==> config.mk <==
export PLATFORM = sky130hd
export DESIGN_NAME = dpram_port_arbiter
export DESIGN_NICKNAME = d
export VERILOG_FILES = /design/src/rtl/dpram_port_arbiter_pkg.sv /design/src/rtl/dpram_req_slot.sv /design/src/rtl/dpram_port_arbiter.sv
export SDC_FILE = /design/constraint.sdc
export NUM_CORES = 1
export LEC_CHECK = 0
export BUFFER_PORTS_ARGS = -buffer_cell sky130_fd_sc_hd__buf_4
export CAP_MARGIN = 20
export CORE_MARGIN = 2
export CORE_UTILIZATION = 47
export DETAILED_ROUTE_END_ITERATION = 6
export MAX_ROUTING_LAYER = met4
export PLACE_DENSITY = 0.8
export SYNTH_ARGS = -nofsm -noshare
export SYNTH_HDL_FRONTEND = slang
export SYNTH_SLANG_ARGS = --single-unit
==> constraint.sdc <==
create_clock -name clk -period 3.7 [get_ports clk]
set_input_delay 0.37 -clock clk [delete_from_list [all_inputs] [get_ports clk]]
set_output_delay 0.37 -clock clk [all_outputs]
set_load 0.005 [all_outputs]
==> src/rtl/dpram_port_arbiter_pkg.sv <==
// Shared types for the dual-port RAM request arbiter.
// Priority and conflict-type encodings plus default widths.
package dpram_port_arbiter_pkg;

  localparam int DATA_W_DEF = 8;
  localparam int ADDR_W_DEF = 4;

  typedef enum logic {
    PRIO_A = 1'b0,
    PRIO_B = 1'b1
  } prio_e;

  typedef enum logic [1:0] {
    CF_NONE = 2'd0,
    CF_WW   = 2'd1,
    CF_RW   = 2'd2
  } cf_e;

  function automatic cf_e cf_type(
    input logic hit,
    input logic we_a,
    input logic we_b
  );
    if (!hit)             return CF_NONE;
    else if (we_a & we_b) return CF_WW;
    else if (we_a | we_b) return CF_RW;
    else                  return CF_NONE;
  endfunction

endpackage

==> src/rtl/dpram_req_slot.sv <==
// One-entry pending request register for a single master.
// Refills in the same cycle the held request is granted.
import dpram_port_arbiter_pkg::*;

module dpram_req_slot #(
  parameter int DW = DATA_W_DEF,
  parameter int AW = ADDR_W_DEF
) (
  input  logic          clk,
  input  logic          rst_n,
  input  logic          valid_i,
  input  logic          we_i,
  input  logic [AW-1:0] addr_i,
  input  logic [DW-1:0] wdata_i,
  input  logic          grant_i,
  output logic          ready_o,
  output logic          pend_o,
  output logic          we_o,
  output logic [AW-1:0] addr_o,
  output logic [DW-1:0] wdata_o
);

  logic          pend_q;
  logic          we_q;
  logic [AW-1:0] addr_q;
  logic [DW-1:0] data_q;
  logic          accept;

  assign ready_o = rst_n & (~pend_q | grant_i);
  assign accept  = valid_i & ready_o;

  always_ff @(posedge clk) begin
    if (!rst_n)       pend_q <= 1'b0;
    else if (accept)  pend_q <= 1'b1;
    else if (grant_i) pend_q <= 1'b0;
  end

  always_ff @(posedge clk) begin
    if (accept) begin
      we_q   <= we_i;
      addr_q <= addr_i;
      data_q <= wdata_i;
    end
  end

  assign pend_o  = pend_q;
  assign we_o    = we_q;
  assign addr_o  = addr_q;
  assign wdata_o = data_q;

endmodule

==> src/rtl/dpram_port_arbiter.sv <==
// Two-master front end for a dual-port RAM: collision
// detection, round-robin serialisation and read responses.
import dpram_port_arbiter_pkg::*;

module dpram_port_arbiter #(
  parameter int DATA_WIDTH = DATA_W_DEF,
  parameter int ADDR_WIDTH = ADDR_W_DEF,
  parameter int RAM_LAT    = 1,
  parameter int CNT_WIDTH  = 16
) (
  input  logic                  clk,
  input  logic                  rst_n,
  input  logic                  a_req_valid,
  output logic                  a_req_ready,
  input  logic                  a_req_we,
  input  logic [ADDR_WIDTH-1:0] a_req_addr,
  input  logic [DATA_WIDTH-1:0] a_req_wdata,
  output logic                  a_rsp_valid,
  output logic [DATA_WIDTH-1:0] a_rsp_rdata,
  input  logic                  b_req_valid,
  output logic                  b_req_ready,
  input  logic                  b_req_we,
  input  logic [ADDR_WIDTH-1:0] b_req_addr,
  input  logic [DATA_WIDTH-1:0] b_req_wdata,
  output logic                  b_rsp_valid,
  output logic [DATA_WIDTH-1:0] b_rsp_rdata,
  output logic                  ram_we_a,
  output logic [ADDR_WIDTH-1:0] ram_addr_a,
  output logic [DATA_WIDTH-1:0] ram_din_a,
  input  logic [DATA_WIDTH-1:0] ram_dout_a,
  output logic                  ram_we_b,
  output logic [ADDR_WIDTH-1:0] ram_addr_b,
  output logic [DATA_WIDTH-1:0] ram_din_b,
  input  logic [DATA_WIDTH-1:0] ram_dout_b,
  output logic                  conflict_pulse,
  output logic [CNT_WIDTH-1:0]  conflict_cnt
);

  logic pend_a, pend_b, we_a, we_b;
  logic live_a, live_b, grant_a, grant_b;
  logic conflict;
  cf_e  cf;
  prio_e prio_q, prio_d;

  logic [CNT_WIDTH-1:0] cnt_q, cnt_d;
  logic [RAM_LAT-1:0]   sha_q, sha_d, shb_q, shb_d;
  logic                 vla_q, vlb_q;
  logic [DATA_WIDTH-1:0] rda_q, rdb_q;

  dpram_req_slot #(.DW(DATA_WIDTH), .AW(ADDR_WIDTH)) u_slot_a (
    .clk(clk), .rst_n(rst_n),
    .valid_i(a_req_valid), .we_i(a_req_we),
    .addr_i(a_req_addr), .wdata_i(a_req_wdata),
    .grant_i(grant_a), .ready_o(a_req_ready),
    .pend_o(pend_a), .we_o(we_a),
    .addr_o(ram_addr_a), .wdata_o(ram_din_a)
  );

  dpram_req_slot #(.DW(DATA_WIDTH), .AW(ADDR_WIDTH)) u_slot_b (
    .clk(clk), .rst_n(rst_n),
    .valid_i(b_req_valid), .we_i(b_req_we),
    .addr_i(b_req_addr), .wdata_i(b_req_wdata),
    .grant_i(grant_b), .ready_o(b_req_ready),
    .pend_o(pend_b), .we_o(we_b),
    .addr_o(ram_addr_b), .wdata_o(ram_din_b)
  );

  // Slots may hold stale entries until the first reset edge
  assign live_a = pend_a & rst_n;
  assign live_b = pend_b & rst_n;

  assign cf = cf_type(live_a & live_b & (ram_addr_a == ram_addr_b),
                      we_a, we_b);
  assign conflict = (cf != CF_NONE);

  assign grant_a = live_a & (~conflict | (prio_q == PRIO_A));
  assign grant_b = live_b & (~conflict | (prio_q == PRIO_B));

  assign ram_we_a       = grant_a & we_a;
  assign ram_we_b       = grant_b & we_b;
  assign conflict_pulse = conflict;
  assign conflict_cnt   = cnt_q;

  always_comb begin
    prio_d = prio_q;
    cnt_d  = cnt_q;
    sha_d  = (sha_q << 1) | RAM_LAT'(grant_a & ~we_a);
    shb_d  = (shb_q << 1) | RAM_LAT'(grant_b & ~we_b);
    if (conflict) begin
      prio_d = (prio_q == PRIO_A) ? PRIO_B : PRIO_A;
      if (cnt_q != {CNT_WIDTH{1'b1}}) cnt_d = cnt_q + 1'b1;
    end
  end

  always_ff @(posedge clk) begin
    if (!rst_n) begin
      prio_q <= PRIO_A;
      cnt_q  <= '0;
      sha_q  <= '0;
      shb_q  <= '0;
      vla_q  <= 1'b0;
      vlb_q  <= 1'b0;
      rda_q  <= '0;
      rdb_q  <= '0;
    end else begin
      prio_q <= prio_d;
      cnt_q  <= cnt_d;
      sha_q  <= sha_d;
      shb_q  <= shb_d;
      vla_q  <= sha_q[RAM_LAT-1];
      vlb_q  <= shb_q[RAM_LAT-1];
      rda_q  <= sha_q[RAM_LAT-1] ? ram_dout_a : '0;
      rdb_q  <= shb_q[RAM_LAT-1] ? ram_dout_b : '0;
    end
  end

  assign a_rsp_valid = vla_q & rst_n;
  assign b_rsp_valid = vlb_q & rst_n;
  assign a_rsp_rdata = rst_n ? rda_q : '0;
  assign b_rsp_rdata = rst_n ? rdb_q : '0;

endmodule

==> impl_metrics.toml <==
[clocking]
clk_latency_ns = 0.33
cts_root_buf = "clkbuf_8"
cts_hold_buf = 0
h-tree-depth = 3
cts_buffers = 9
cts_tree = "built"
cts_setup_buffers = 0
cts.sinks = 65
cts.reportedPaths.clkPinSlew_ns = 0.07
clk_path_buf_depth = 2
postCtsResizedCells = 0

[power_and_ir_drop]
ir_drop_v = 0.000316
p_sw_frac = 0.205
power_frac_comb = 0.070
power_density_nw_per_um2 = 408
switching_power_uw = 297
clkPwrFrac = 0.391
power_mw = 1.45
p_seq_frac = 0.539
intPower_mw = 1.15
leakage_nw = 1.54

[die]
core_area_um2 = 5110
start_util = 0.488
ios = 109
die_w_um = 76.8
fp.dieH_um = 76.8
dieArea_um2 = 5900
rows = 26

[yosys]
synth_top_area_cell = "dfxtp_1"
netlist_instances = 210
synth.distinct_cells = 39
synth.area.mux_share = 0.0120
async_flop_share = 0
synthXorXnorAreaFrac = 0.0176
syn_nets = 258
synth_top_family_by_area = "simple AND/OR/NAND/NOR gates"
synth_fa_ha_area_frac = 0.0100
ys.flop_type = "dfxtp_1"
synth_common_cells = "39 x dfxtp_1, 26 x edfxtp_1, 21 x and2_1"
yosysMostFrequentCell = "dfxtp_1"
ys_ff_latch = 65
seq_area_frac_synth = 0.626
syn-cell-area_um2 = 2490
synth-edff-count = 26
syn_area_per_cell_um2 = 11.9
synth-simple-area-share = 0.230
yosysTopAreaCellShare = 0.313
yosys-top-cells-area = "dfxtp_1 31%, edfxtp_1 31%, and2_1 5.3%"
yosysWarnings = 0
synth_compound_area_frac = 0.0778

[timing]
hold_viol = 0
finalMaxSlewViolations = 0
tns_ns = 0
fmax_ghz = 0.340
rsz0062_at_grt = "no"
fin_crit_sh = 0.795
min_period_ns = 2.94
worst_pin_slew_ns = 0.950
clock_skew_ns = 0.00820
slew_headroom = 0.364
setup_viol = 0

[job]
drv_cap = 0

[grt]
grt_first_pass_wirelength_mm = 8.78
grt_usage = 0.194
grt_max_degree = 44
grt_pass1_vias = 1972
antenna_found_initial = 0
gr-total-overflow = 0

[finish]
nets = 368
antenna_cells = 0
regArea_um2 = 1560
layout-drive-gt1-share = 0.391
nFillCells = 410
multiInputGateArea_um2 = 872
postLayoutCellArea_um2 = 3550
syn2layout_area_growth_pct = 42.3

[routing]
drc = 0
dr.pass1.iters = 4
first_iter_violations = 69
routedWlPerCell_um = 13.6
drtAntennaViolNets = 0
post_drt_via_cell_ratio = 5.16
vias = 2038
finalWirelength_mm = 5.36

[hold_path]
whs_path_depth = 1
hp-class = "in2reg"

[placement]
place_congestion = 0.861
placedInstanceArea_um2 = 3350
port_buffers = 108
post-dp-hpwl_mm = 3.94

[setup_path]
endpoint_kind = "output port"
critPathLaunchType = "register"
cp.required_ns = 3.33
rr_worst_depth = 6
worst-setup-path-type = "reg2out"
cp_data_arrival_time_ns = 2.57
path_max_fanout = 26

[status]
outcome = "finished clean"
-- critical path: stages (launching register included) --
cell and delay (ns):
edfxtp_1 0.40, ha_1 0.30, o2111a_1 0.26, nand2_2 0.33, clkinv_1 0.30, a21oi_1 0.32, and3_1 0.21, buf_4 0.12
-- state kept, by name, indices dropped and copies added, names as in the netlist --
name	cells
u_slot_a.pend_o	1
u_slot_b.we_o	1
sha_q	1
rdb_q	8
vlb_q	1
prio_q	1
rda_q	8
u_slot_b.pend_o	1
u_slot_a.wdata_o	8
u_slot_b.addr_o	4
u_slot_a.addr_o	4
shb_q	1
u_slot_a.we_o	1
conflict_cnt	16
u_slot_b.wdata_o	8
vla_q	1
-- layout by cell type (no fill, tap or decap), types with 2 or more instances in the layout --
| cell type | synthesis | final |
|---|---|---|
| clkbuf_8 | 0 | 11 |
| edfxtp_1 | 26 | 26 |
| o31ai_1 | 9 | 9 |
| clkinv_2 | 0 | 2 |
| nand4_1 | 3 | 3 |
| nand3_1 | 8 | 8 |
| and3_1 | 20 | 20 |
| nor2_1 | 6 | 6 |
| or3_1 | 2 | 2 |
| nand2_1 | 7 | 7 |
| nor4b_1 | 3 | 3 |
| or4_1 | 9 | 9 |
| inv_1 | 3 | 3 |
| a21oi_1 | 14 | 14 |
| ha_1 | 2 | 2 |
| and2_1 | 21 | 21 |
| o21ai_1 | 2 | 2 |
| mux2i_1 | 3 | 3 |
| and4_1 | 2 | 2 |
| xor2_1 | 4 | 4 |
| clkbuf_1 | 7 | 2 |
| buf_4 | 1 | 109 |
| dfxtp_1 | 39 | 39 |
-- logic make-up (layout without fill, tap and decap cells) --
family | count (synthesis) | in the layout
xor+xnor | 5 | 5
simple gates | 90 | 90
fa+ha+maj | 2 | 2
compound gates | 31 | 31
buf+inv | 14 | 129
flops | 65 | 65
mux | 3 | 3
-- power groups by stage --
stage	Clock (mW)	Combinational (mW)	Sequential (mW)
after CTS	0.580	0.102	0.781
after floorplan	0	0.0267	0.797
after global placement	0	0.102	0.795
after global routing	0.610	0.111	0.783
final	0.566	0.101	0.781
after detailed placement	0	0.102	0.797
-- layer usage --
layer	wire length, µm	up-vias	track usage
met5	0	-	-
met4	111	0	0.0982
met3	509	11	0.0729
met2	2480	87	0.296
met1	2270	942	0.225
li1	-	998	-
-- cell type report --
cell class                 instances  share of cell area
timing repair buffer             109               0.231
sequential                        65               0.440
clock buffer                      14              0.0518
clock inverter                     2             0.00282
tap                               70              0.0247
multi-input combinational        131               0.246
inverter                           4             0.00423
-- worst paths after layout --
| kind | from | to | slack (ns) |
|---|---|---|---|
| hold / removal | a_req_wdata[7] | u_slot_a.wdata_o[7] | 0.21 |
| hold reg to reg | u_slot_b.pend_o | shb_q | 0.47 |
| setup / recovery | u_slot_a.we_o | ram_we_a | 0.76 |
| setup reg to reg | u_slot_a.we_o | u_slot_a.addr_o[1] | 0.86 |
-- metrics by stage --
stage / std cells / utilization / hold WS, ns / worst slack [ns]
final: 395 / 0.695 / 0.213 / 0.759
after global routing: 395 / 0.695 / 0.197 / 0.541
after CTS: 395 / 0.695 / 0.199 / 0.742
after detailed placement: 379 / 0.657 / 0.468 / 0.875
after global placement: 379 / 0.657 / 0.460 / 0.927
after floorplan: 210 / - / 0.437 / 1.02
Power figures use the tool's default switching activity.
